$ cat config.mk
export PLATFORM = sky130hd
export DESIGN_NAME = riscv_test_monitor
export DESIGN_NICKNAME = d
export VERILOG_FILES = /design/src/rtl/riscv_test_monitor.sv
export SDC_FILE = /design/constraint.sdc
export NUM_CORES = 1
export LEC_CHECK = 0
export CAP_MARGIN = 10
export CELL_PAD_IN_SITES_DETAIL_PLACEMENT = 0
export CELL_PAD_IN_SITES_GLOBAL_PLACEMENT = 1
export CORE_UTILIZATION = 31
export DETAILED_ROUTE_END_ITERATION = 6
export PLACE_DENSITY = 0.9
export SETUP_SLACK_MARGIN = 0.1
export SKIP_CTS_REPAIR_TIMING = 1
export SYNTH_ARGS = -nofsm -noshare
export SYNTH_HDL_FRONTEND = slang
export SYNTH_SLANG_ARGS = --single-unit
$ cat constraint.sdc
create_clock -name clk -period 2.1 [get_ports clk]
set_input_delay 0.42 -clock clk [delete_from_list [all_inputs] [get_ports clk]]
set_output_delay 0.42 -clock clk [all_outputs]
set_load 0.02 [all_outputs]
$ cat src/rtl/riscv_test_monitor.sv
// rtl/riscv_test_monitor.sv - riscv-tests end-of-test detector; optional tohost snoop via RISCV_TEST_MONITOR_TOHOST_EN
module riscv_test_monitor #(
  parameter int unsigned     XLEN        = 32,
  parameter logic [XLEN-1:0] PASS_PC     = 'h44,
  parameter int unsigned     TIMEOUT     = 6000,
  parameter int unsigned     HOLD_CYCLES = 1,
  parameter int unsigned     CNT_W       = 32,
  parameter logic [XLEN-1:0] TOHOST_ADDR = 'h1000
) (
  input  logic             clk,
  input  logic             rst,
  input  logic             en,
  input  logic [XLEN-1:0]  if_pc,
  input  logic [XLEN-1:0]  gp,
`ifdef RISCV_TEST_MONITOR_TOHOST_EN
  input  logic             st_valid,
  input  logic [XLEN-1:0]  st_addr,
  input  logic [XLEN-1:0]  st_data,
`endif
  output logic             done,
  output logic             pass,
  output logic             fail,
  output logic             timeout,
  output logic [XLEN-2:0]  fail_test_num,
  output logic [CNT_W-1:0] cycle_count,
  output logic [1:0]       state
);

  typedef enum logic [1:0] {
    S_RUN     = 2'b00,
    S_PASS    = 2'b01,
    S_FAIL    = 2'b10,
    S_TIMEOUT = 2'b11
  } state_e;

  localparam logic [3:0]       HOLD_LAST    = 4'(HOLD_CYCLES - 1);
  localparam logic [CNT_W-1:0] TIMEOUT_LAST = CNT_W'(TIMEOUT - 1);
  localparam bit               TIMEOUT_EN   = (TIMEOUT != 0);

  state_e           state_q, state_d;
  logic [3:0]       hold_q, hold_d;
  logic [CNT_W-1:0] cnt_q, cnt_d;
  logic [XLEN-2:0]  ftn_q, ftn_d;

  logic            pc_match;
  logic            complete;
  logic            to_hit;
  logic [XLEN-1:0] result;

  assign pc_match = (if_pc == PASS_PC);

`ifdef RISCV_TEST_MONITOR_TOHOST_EN
  logic st_hit;
  // A tohost store overrides any same-cycle PC completion as the result source.
  assign st_hit   = st_valid && (st_addr == TOHOST_ADDR);
  assign result   = st_hit ? st_data : gp;
  assign complete = st_hit || (pc_match && (hold_q == HOLD_LAST));
`else
  assign result   = gp;
  assign complete = pc_match && (hold_q == HOLD_LAST);
`endif

  assign to_hit = TIMEOUT_EN && (cnt_q == TIMEOUT_LAST);

  always_comb begin
    state_d = state_q;
    hold_d  = hold_q;
    cnt_d   = cnt_q;
    ftn_d   = ftn_q;
    if (state_q == S_RUN && en) begin
      if (cnt_q != {CNT_W{1'b1}}) begin
        cnt_d = cnt_q + CNT_W'(1);
      end
      hold_d = pc_match ? hold_q + 4'd1 : 4'd0;
      // Completion takes priority over a timeout landing on the same cycle.
      if (complete) begin
        if (result == XLEN'(1)) begin
          state_d = S_PASS;
        end else begin
          state_d = S_FAIL;
          ftn_d   = result[XLEN-1:1];
        end
      end else if (to_hit) begin
        state_d = S_TIMEOUT;
      end
    end
  end

  always_ff @(posedge clk) begin
    if (!rst) begin
      state_q <= S_RUN;
      hold_q  <= '0;
      cnt_q   <= '0;
      ftn_q   <= '0;
    end else begin
      state_q <= state_d;
      hold_q  <= hold_d;
      cnt_q   <= cnt_d;
      ftn_q   <= ftn_d;
    end
  end

  assign state         = state_q;
  assign done          = (state_q != S_RUN);
  assign pass          = (state_q == S_PASS);
  assign fail          = (state_q == S_FAIL);
  assign timeout       = (state_q == S_TIMEOUT);
  assign fail_test_num = ftn_q;
  assign cycle_count   = cnt_q;

endmodule

## After elaboration in Yosys (flattened, before gate mapping)

Index checks and enable logic that the tools add are counted.

| word-level totals | value |
|---|---|
| bits in registers | 69 |
| input port bits | 67 |
| output and inout bits | 69 |
| logic and storage cells | 27 |

| cells by class | value |
|---|---|
| $add $sub $neg | 2 |
| equal/unequal tests | 7 |
| mux-type cells | 4 |
| bitwise operators | 1 |
| reductions and logical operators | 9 |

Operator list:

| operator | number |
|---|---|
| $add 32x1->32 const B | 1 |
| $eq 32x1->1 const B | 1 |
| $eq 32x13->1 const B | 1 |
| $eq 32x7->1 const B | 1 |
| $ne 32x32->1 const B | 1 |
| $mux 2 | 3 |
| $add 4x1->4 const B | 1 |
| $eq 2x2->1 const B | 2 |
| $logic_not 4->1 | 1 |
| $mux 4 | 1 |
| $reduce_and 2->1 | 2 |
| $reduce_bool 2->1 | 2 |
| $reduce_and 3->1 | 1 |
| $eq 2x1->1 const B | 1 |
| $logic_and 1x1->1 | 2 |
| $logic_not 2->1 | 1 |
| $not 1->1 | 1 |

## Depth between registers and ports, before layout

Gate-level depths: netlist (run 1).

| logic depth | value |
|---|---|
| word-level depth | 4 |
| gate-level depth with buffers | 7 |
| depth with buffers taken out | 6 |

## Worst setup path before layout (run 1)

No wires, ideal clock.

| path | value |
|---|---|
| path type | register to register |
| start | reg state_q[1] (netlist: state[1]) |
| end | reg cnt_q[18] (netlist: cycle_count[18]) |
| library setup time | 0.119 ns |
| arrival time | 1.884 ns |
| data required time | 1.981 ns |
| path slack | 0.097 ns |
| stages on the path, launching flop included | 7 |
| path buffers | 1 |
| clock period less this slack | 2.003 ns |
| cell sequence | dfxtp_1 -> or3b_1 -> buf_2 -> or4_4 -> a21oi_4 -> nand3_1 -> mux2i_1 |

| between the ends | value |
|---|---|
| longest elaborated chain between the ends | 3 |

RTL lines:

| item | RTL line | source |
|---|---|---|
| start: declaration | 40 | `state_e state_q, state_d;` |
| start signal: assignment | 96 | `state_q <= state_d;` |
| $logic_not 2->1 | 70 | `if (state_q == S_RUN && en) begin` |
| $logic_and 1x1->1 | 70 |  |
| $reduce_and 2->1 (no line) | -- |  |
| end signal: assignment | 98 | `cnt_q <= cnt_d;` |
| end: declaration | 42 | `logic [CNT_W-1:0] cnt_q, cnt_d;` |

No other way between the ends.
A chain may end at the register's enable or synchronous reset.

## Worst setup path in the final report (run 1)

| path | value |
|---|---|
| start | in if_pc[18] |
| end | reg ftn_q[12] (netlist: fail_test_num[12]) |

| between the ends | value |
|---|---|
| longest elaborated chain between the ends | 3 |

RTL lines:

| item | RTL line | source |
|---|---|---|
| start: declaration | 13 | `input logic [XLEN-1:0] if_pc,` |
| $eq 32x7->1 | 50 | `assign pc_match = (if_pc == PASS_PC);` |
| $logic_and 1x1->1 | 60 | `assign complete = pc_match && (hold_q == HOLD_LAST);` |
| $reduce_and 3->1 (no line) | -- |  |
| end signal: assignment | 99 | `ftn_q <= ftn_d;` |
| end: declaration | 43 | `logic [XLEN-2:0] ftn_q, ftn_d;` |

No other way between the ends.

==> results of run 1 <==
-- worst min-delay path: cells and delay by family --
kind            cells  cell delay (ns)
buf+inv             2             0.26
compound gates      1             0.05
-- metal layers --
layer  global-route usage  vias up  part of all wire
li1                     -     1782                 -
met1               0.2119     1729              0.41
met2               0.3221      107              0.52
met3              0.05836       15             0.060
met4              0.05186        0             0.013
met5                    0        -                 0
-- final timing paths --
kind / startpoint / endpoint / slack [ns] / cells after the start
setup / recovery: if_pc[18] / fail_test_num[12] / 0.12 / 7
hold / removal: rst / cycle_count[19] / 0.44 / 3
setup reg to reg: cycle_count[13] / cycle_count[22] / 0.15 / 5
hold reg to reg: fail_test_num[24] / fail_test_num[24] / 0.46 / 2
-- flip-flops by register name, summed over array words and instances, names as in the netlist --
register,count
cycle_count,32
fail_test_num,31
hold_q,4
state,2
-- power by group through the flow --
| stage | Sequential (W) | Combinational [W] | Clock (W) |
|---|---|---|---|
| 2_1_floorplan | 0.00135 | 0.0000723 | 0 |
| 3_3_place_gp | 0.00135 | 0.000259 | 0 |
| 3_5_place_dp | 0.00135 | 0.000264 | 0 |
| 4_1_cts | 0.00132 | 0.000265 | 0.00114 |
| 5_1_grt | 0.00132 | 0.000296 | 0.00122 |
| 6_report | 0.00132 | 0.000273 | 0.00111 |
-- cells in the final DEF, fill, tap and decap left out, types with 2 or more instances in the layout --
cell and n:
sky130_fd_sc_hd__clkinvlp_4 3, sky130_fd_sc_hd__xnor2_1 8, sky130_fd_sc_hd__and2_1 3, sky130_fd_sc_hd__nor3_1 3, sky130_fd_sc_hd__dlymetal6s2s_1 7, sky130_fd_sc_hd__and3_1 3, sky130_fd_sc_hd__nand3_1 13, sky130_fd_sc_hd__and4_1 3
sky130_fd_sc_hd__nand2b_1 5, sky130_fd_sc_hd__nor2_1 19, sky130_fd_sc_hd__nor4_1 12, sky130_fd_sc_hd__dfxtp_1 65, sky130_fd_sc_hd__inv_1 5, sky130_fd_sc_hd__a21oi_1 15, sky130_fd_sc_hd__xor2_1 5, sky130_fd_sc_hd__clkdlybuf4s50_1 127
sky130_fd_sc_hd__or3_1 14, sky130_fd_sc_hd__o31ai_1 3, sky130_fd_sc_hd__nand2_1 85, sky130_fd_sc_hd__buf_4 42, sky130_fd_sc_hd__dfxtp_2 4, sky130_fd_sc_hd__o211ai_1 3, sky130_fd_sc_hd__mux2i_1 35, sky130_fd_sc_hd__ha_1 2
sky130_fd_sc_hd__nand4_1 13, sky130_fd_sc_hd__o21ai_0 11, sky130_fd_sc_hd__clkbuf_8 9, sky130_fd_sc_hd__nor4b_2 3, sky130_fd_sc_hd__nor4_2 6, sky130_fd_sc_hd__nor4b_1 3, sky130_fd_sc_hd__and4_4 2, sky130_fd_sc_hd__a211oi_2 4
sky130_fd_sc_hd__or4_1 7
-- per-stage QoR --
| stage | area, sq um | cells | setup WS (ns) | TNS (ns) | power, W |
|---|---|---|---|---|---|
| 2_1_floorplan | 3396 | 399 | 0.1047 | 0 | 0.001426 |
| 3_3_place_gp | 5149 | 691 | -0.3237 | -14.57 | 0.001605 |
| 3_5_place_dp | 5149 | 691 | -0.3799 | -16.02 | 0.001610 |
| 4_1_cts | 5348 | 707 | -0.01797 | -0.04651 | 0.002725 |
| 5_1_grt | 5537 | 712 | 0.008703 | 0 | 0.002830 |
| 6_report | 5537 | 712 | 0.1207 | 0 | 0.002699 |
-- layout make-up --
| class | instances | area share |
|---|---|---|
| Clock buffer | 9 | 0.02237 |
| Clock inverter | 7 | 0.01356 |
| Inverter | 6 | 0.004068 |
| Multi-Input combinational cell | 305 | 0.3654 |
| Sequential cell | 69 | 0.2504 |
| Tap cell | 136 | 0.03073 |
| Timing Repair Buffer | 180 | 0.3134 |
-- cells by family (layout without fill, tap and decap cells) --
kind of cell               after synthesis  after routing  share of synthesized area
DFF                                     69             69                     0.4069
buffers and inverters                   25            202                    0.03059
muxes                                   35             35                     0.1032
xor gates and xnor gates                13             13                    0.03354
AOI/OAI and AO/OA                       46             46                    0.09252
adders and majority gates                3              3                    0.01106
and+or+nand+nor                        208            208                     0.3222
==> results.txt, run 1 <==
The run finished with clean final reports. Clock latency on the worst-skew pair, taken at its later pin, is 0.34 ns. For this run, the total global-route usage over all layers was measured as 0.1832. Sorting the synthesized cells by how often they occur yields 85 x sky130_fd_sc_hd__nand2_1, 69 x sky130_fd_sc_hd__dfxtp_1, 35 x sky130_fd_sc_hd__mux2i_1, 19 x sky130_fd_sc_hd__nor2_1, 17 x sky130_fd_sc_hd__nor4_1. The portion of total power attributed to sequential cells is 0.487.

For this design the ratio of total power to cell area is 487.5 nW/um^2. The antenna diode count came out at 0. The leakage power total is roughly 2 nW. The number of max-cap violations is 0. The power share of the combinational group is 0.101. Of the post-synthesis cell area, the dominant cell type holds 0.4069.

The post-synthesis net count came out at about 470. Hold is met by ~0.44 ns. The top-level port count is roughly 140.

The core region is between 10000 and 15000 sq um. The arrival time at the worst endpoint came out at 2.26 ns. The number of vias per cell is 5.103. In this run, synthesis produced a sequential element count of 69.

For this design, the slowest cell found on the critical path is sky130_fd_sc_hd__clkdlybuf4s50_1. The number of instances in the synthesized netlist came out at between 300 and 400. The critical path in this run is classified as in -> reg.

Across the VDD grid, the largest voltage drop is around 0.33 mV. The number of antenna violations at the first check in global routing is 0. The area of the die is 11370 sq um.

The sequential standard cell area is 1386 sq um. Counting the fill cells in the layout gives 978. The post-route antenna net violation count came out at 0. After global routing the overflow that remains totals 0.

In this run the tool buffered the top-level ports with 135 buffer cells. The starting density of the core is 0.3244. Traced cell by cell, the critical path runs through clkdlybuf4s50_1 > nor4_1 > and4_4 > nand3_4 > nor3_4 > clkbuf_16 > mux2i_1. The wire-length estimate of the detail-placed layout is roughly 7600 um. The total routed wirelength is 10460 um. TritonCTS built the clock tree. The final-report max-slew violation count is 0. The multi-input logic area came out at 2023 sq um. The type of element capturing the critical path is a flop.

Static timing analysis puts the maximum clock frequency at 0.5052 GHz. In the routed design, unresolved DRC markers number 0. Summed over all instances, the cell type with the most area after synthesis is sky130_fd_sc_hd__dfxtp_1. The post-layout minimum cycle time came out at 1.979 ns.

The total clock sinks is 69. The CTS H-tree depth is 3. Entering global routing, the biggest net connects 79 pins.

The pre-antenna-repair detailed-routing pass consisted of 4 iterations. The relative slew slack came out at 0.4949. During synthesis, Yosys emitted a total of 0 warnings.

The number of CTS-inserted buffers is 9. The mean area per synthesized cell came out at 8.508 sq um. STA classifies the critical path startpoint as a primary input. The slew of the pin with the lowest slew margin is approximately 0.76 ns.

For this run, the leading register cell type out of synthesis is sky130_fd_sc_hd__dfxtp_1. The post-synthesis to final-layout area growth came out at 63.10%. The distinct cell type count after synthesis is 48. The total buffers and inverters traversed by the critical path came out at 2. The cell internal power dissipation came out at 0.002028 W.

Measured on the finished design, the core utilization comes to 0.5292. In the final design database the tool counted around 640 nets. The peak per-stage delay on the critical path is 0.40 ns. The first global-routing pass estimated roughly 17000 um of wire.

The number of rows in the core area came out at 37. Of the cells placed in the final design, the portion with a size suffix greater than 1 is 0.1649. In this run, the number of DRC markers left after iteration 0 of detailed routing was between 100 and 150. The number of enable flip-flop cells after synthesis came out at 0. The path class of the tightest hold or removal check is in -> reg.

The part of the cycle the worst path needs is 0.9425. The final weighted congestion in routability-driven placement is 0.8249. The maximum buffer depth of the clock tree came out at 2.

The sequential fraction of the synthesis area is 0.4069. The chip width came out at about 110 um. The die is between 100 and 150 um tall. The switching power share of the total is 0.2485.

STA puts the critical path data required time at about 2.4 ns. The count of endpoints failing setup in the final report came out at 0. The maximum fanout encountered on the critical timing path came out at 8. In the post-synthesis netlist, the biggest area contributors are sky130_fd_sc_hd__dfxtp_1 41%, sky130_fd_sc_hd__mux2i_1 10%, sky130_fd_sc_hd__nand2_1 9.4%. The clock edge transition at the registers on the reported setup and hold paths is roughly 0.09 ns.

The count of endpoints failing hold in the final timing report came out at 0. The proportion of register bits with asynchronous set or reset after synthesis is 0. The analysis attributes to net switching a power of 0.0006707 W.

By instance count, the leading cell after synthesis is sky130_fd_sc_hd__nand2_1. Between clock sinks in the finished design, the worst skew comes to between 0.007 and 0.008 ns. On the critical path the largest part of the delay comes from simple AND/OR/NAND/NOR gates. The post-synthesis instance area came out at between 3000 and 4000 sq um. The detailed router placed 3633 vias in this run.

Of the total power, the clock network draws 0.411. Setup repair after global routing could not meet its margin everywhere. In the final routed layout, each cell accounts on average for 14.69 um. The root buffer cell is sky130_fd_sc_hd__clkbuf_8. The via count of the first global-routing pass came to 3520.
(Power assumes the default switching activity.)
==> inputs of run 2 (changes only) <==
--- a/config.mk
+++ b/config.mk
@@ -6,11 +6,12 @@
 export NUM_CORES = 1
 export LEC_CHECK = 0
 export CAP_MARGIN = 10
-export CELL_PAD_IN_SITES_DETAIL_PLACEMENT = 0
-export CELL_PAD_IN_SITES_GLOBAL_PLACEMENT = 1
-export CORE_UTILIZATION = 31
+export CELL_PAD_IN_SITES_DETAIL_PLACEMENT = 2
+export CELL_PAD_IN_SITES_GLOBAL_PLACEMENT = 2
+export CORE_UTILIZATION = 24
 export DETAILED_ROUTE_END_ITERATION = 6
-export PLACE_DENSITY = 0.9
+export GPL_TIMING_DRIVEN = 0
+export PLACE_DENSITY = 0.89
 export SETUP_SLACK_MARGIN = 0.1
 export SKIP_CTS_REPAIR_TIMING = 1
 export SYNTH_ARGS = -nofsm -noshare
==> results.txt, run 2 (synthesis gave the netlist of run 1 again) <==
The vias after detailed routing is 3862 (+6.3%). The relative slew slack came out at 0.5390 (+0.04414). The share of layout cells above drive strength 1 came out at 0.2095 (+0.04458). The most frequent standard cell in the layout excluding fill and tap cells is sky130_fd_sc_hd__clkdlybuf4s50_1. The count of cells along the worst register-to-register path is 7 (+2). The number of vias per cell came out at 5.156 (+1.1%). TritonCTS built the clock tree.

The fmax came to 0.4649 GHz (-8.0%). In this run the critical register-to-register path is launched from cycle_count[2]. The top-level port count is 136 (unchanged). The clock skew came out at 0.01436 ns (+0.006914 ns).

The checks that failed: setup timing. The total clock sinks was 69 (unchanged). The final-report max-slew violation count is 0 (unchanged). The post-layout minimum cycle time is 2.151 ns (+0.1716 ns). The setup slack on the worst flop-to-flop path was 0.01 ns (-0.14 ns).

The count of endpoints failing hold in the final timing report came out at 0 (unchanged). The leakage power total came out at 2.086 nW (+4.3%). The total routed wirelength is 16820 um (+61%).

The flow ran to the end, but the final reports show violations. The worst-case setup margin in the final layout came out at -0.05092 ns (-0.1716 ns). The maximum fanout encountered on the critical timing path is 7 (-1). The power share of the combinational group is 0.092 (-0.009). The power density over cell area is 538.6 nW/um^2 (+10%). STA classifies the critical path endpoint as a flop.

The via count of the first global-routing pass came to 4261 (+21%). The number of antenna violations at the first check in global routing is 1 (+1). The detailed placer's ending HPWL was 10580 um (+40%). The final weighted congestion in routability-driven placement came out at 0.8107 (-1.7%).

CTS placed an instance of sky130_fd_sc_hd__clkbuf_16 at the clock tree root. The chip width came out at 120.9 um (+13%). The arrival time at the worst endpoint came to 2.39 ns (+0.13 ns). In this run the critical register-to-register path is captured at cycle_count[27]. The part of the cycle the worst path needs came out at 1.024 (+0.08171). Setup repair after global routing could not meet its margin everywhere. The signal on the critical path passes through clkdlybuf4s50_1 > nor4_2 > and4_4 > nand3_4 > nor3_4 > buf_6 > clkbuf_16 > mux2i_1. The maximum buffer depth of the clock tree is 2 (unchanged).

The number of flip-flops under the largest register name came to 32 (unchanged). The path class of the tightest hold or removal check is reg -> reg. The number of standard cells in the final layout excluding fillers is 749 (+5.2%). The number of rows in the core area was 43 (+16%). The total power is 0.003140 W (+16%). The per-cell routed wire length is 22.45 um (+53%). The worst-case hold slack came out at 0.4641 ns (+0.02040 ns). The cell internal power dissipation was 0.002380 W (+17%).

The power share of the clock group came out at 0.487 (+0.076). The clock latency on the worst-skew pair is 0.34 ns (about the same). The layout net count came out at 634 (-1.1%). The number of optimization iterations in the first detailed-route pass came to 4 (unchanged). The critical path's slowest cell is sky130_fd_sc_hd__clkdlybuf4s50_1. The number of CTS-inserted buffers came to 9 (unchanged).

The starting density of the core is 0.2455 (-0.07895). The post-synthesis to final-layout area growth is 71.77%. The peak per-stage delay on the critical path is 0.42 ns (+0.02 ns). The portion of total power attributed to sequential cells came out at 0.421 (-0.066). STA classifies the critical path startpoint as a primary input. The area of the die came to 14620 sq um (+29%).

The start point of the worst hold path is fail_test_num[14]. The starting DRC count in detailed routing is 130 (+3.2%). The count of input and output buffers came out at 135 (unchanged). The critical path starts at if_pc[25].

The aggregate global routing overflow is 0 (unchanged). The top cell types in the final layout, fill and taps aside, are 123 x sky130_fd_sc_hd__clkdlybuf4s50_1, 84 x sky130_fd_sc_hd__nand2_1, 41 x sky130_fd_sc_hd__dfxtp_1, 35 x sky130_fd_sc_hd__mux2i_1, 23 x sky130_fd_sc_hd__dfxtp_2. The number of max-cap violations is 0 (unchanged).

The post-route antenna net violation count came out at 0 (unchanged). The path with the worst hold slack has its endpoint at fail_test_num[14]. The switching power share of the total is 0.2420 (-0.006500). The final standard cell utilization of the core came out at 0.4217 (-0.1075). The largest voltage drop on the vdd net is 0.3933 mV (+19%). The clock edge transition at the registers on the reported setup and hold paths came out at 0.06 ns (-0.03 ns).

The CTS H-tree depth is 3 (unchanged). The pin count of the biggest net entering global routing is 12 (-85%). The number of filler cells placed in the layout came to 1487 (+52%). The y dimension of the die is 120.9 um (+13%). The cell depth of the worst hold path was 2 (-1).

The number of cells in the design after placement is 714 (+3.3%). The switching component of the power is 0.0007599 W (+13%). The data required time at the worst endpoint came out at 2.34 ns (-0.04 ns).

The overall global routing resource usage came to 0.2005 (+0.01734). The number of design rule violations left after detail routing came to 0 (unchanged). The slew of the pin with the lowest slew margin was 0.6915 ns (-0.06621 ns). The count of endpoints failing setup in the final report is 2 (+2).

The critical path class is in -> reg. The global-route wire length before repair came out at 22430 um (+35%). The core area came out at 13830 sq um (+32%).
## run 2: cell count changes in the layout (fill, tap and decap cells not counted), moves of 4 or more
| cell | change |
|---|---|
| sky130_fd_sc_hd__clkbuf_8 | -9 |
| sky130_fd_sc_hd__buf_6 | +5 |
| sky130_fd_sc_hd__dfxtp_4 | +5 |
| sky130_fd_sc_hd__clkbuf_1 | +5 |
| sky130_fd_sc_hd__clkbuf_2 | +7 |
| sky130_fd_sc_hd__buf_4 | -24 |
| sky130_fd_sc_hd__dfxtp_2 | +19 |
| sky130_fd_sc_hd__clkbuf_16 | +10 |
| sky130_fd_sc_hd__dlymetal6s2s_1 | +5 |
| sky130_fd_sc_hd__nor4_1 | -4 |
| sky130_fd_sc_hd__dfxtp_1 | -24 |
| sky130_fd_sc_hd__clkdlybuf4s50_1 | -4 |
## run 2: per-stage QoR
stage / setup slack [ns] / setup TNS, ns / instance area (sq um)
global placement: -0.7570 / -33.57 / 4972
detailed placement: -0.7717 / -35.73 / 4972
finish: -0.05092 / -0.06523 / 5831
CTS: -0.5395 / -24.19 / 5254
global route: -0.1203 / -0.7918 / 5828
floorplan: 0.1047 / 0 / 3396
## run 2: layer usage
layer  vias up  track usage  share of wire
met5         -            0              0
met4         0      0.07870          0.024
met3        31      0.06015          0.055
met2       117       0.3611           0.55
met1      1940       0.2183           0.38
li1       1774            -              -
## run 2: area by class of cell
class | count | area [sq um] | share of cell area
Multi-Input combinational cell | 305 | 2150 | 0.3687
Timing Repair Buffer | 154 | 1567 | 0.2687
Sequential cell | 69 | 1429 | 0.2451
Clock buffer | 11 | 232.7 | 0.03991
Tap cell | 180 | 225.2 | 0.03863
Buffer | 19 | 153.9 | 0.02639
Clock inverter | 4 | 48.80 | 0.008369
Inverter | 6 | 22.52 | 0.003863
Antenna cell | 1 | 2.502 | 0.0004292
## run 2: worst max path at each step
stage | end | cells after the start | slack (ns)
floorplan | state[1] | 6 | 0.10
global placement | fail_test_num[9] | 7 | -0.76
detailed placement | fail_test_num[8] | 7 | -0.77
CTS | fail_test_num[8] | 7 | -0.54
global route | cycle_count[27] | 7 | -0.12
finish | fail_test_num[18] | 8 | -0.05
## run 2: power by group through the flow
stage | Sequential (W) | Clock [W] | Combinational [W]
2_1_floorplan | 0.00135 | 0 | 0.0000723
3_3_place_gp | 0.00135 | 0 | 0.000246
3_5_place_dp | 0.00135 | 0 | 0.000258
4_1_cts | 0.00132 | 0.00154 | 0.000261
5_1_grt | 0.00132 | 0.00161 | 0.000309
6_report | 0.00132 | 0.00153 | 0.000289
## run 2: worst max-delay path: cells and delay by family
| kind | cells | cell delay (ns) |
|---|---|---|
| simple gates | 4 | 0.91 |
| buf+inv | 3 | 0.79 |
| mux | 1 | 0.27 |
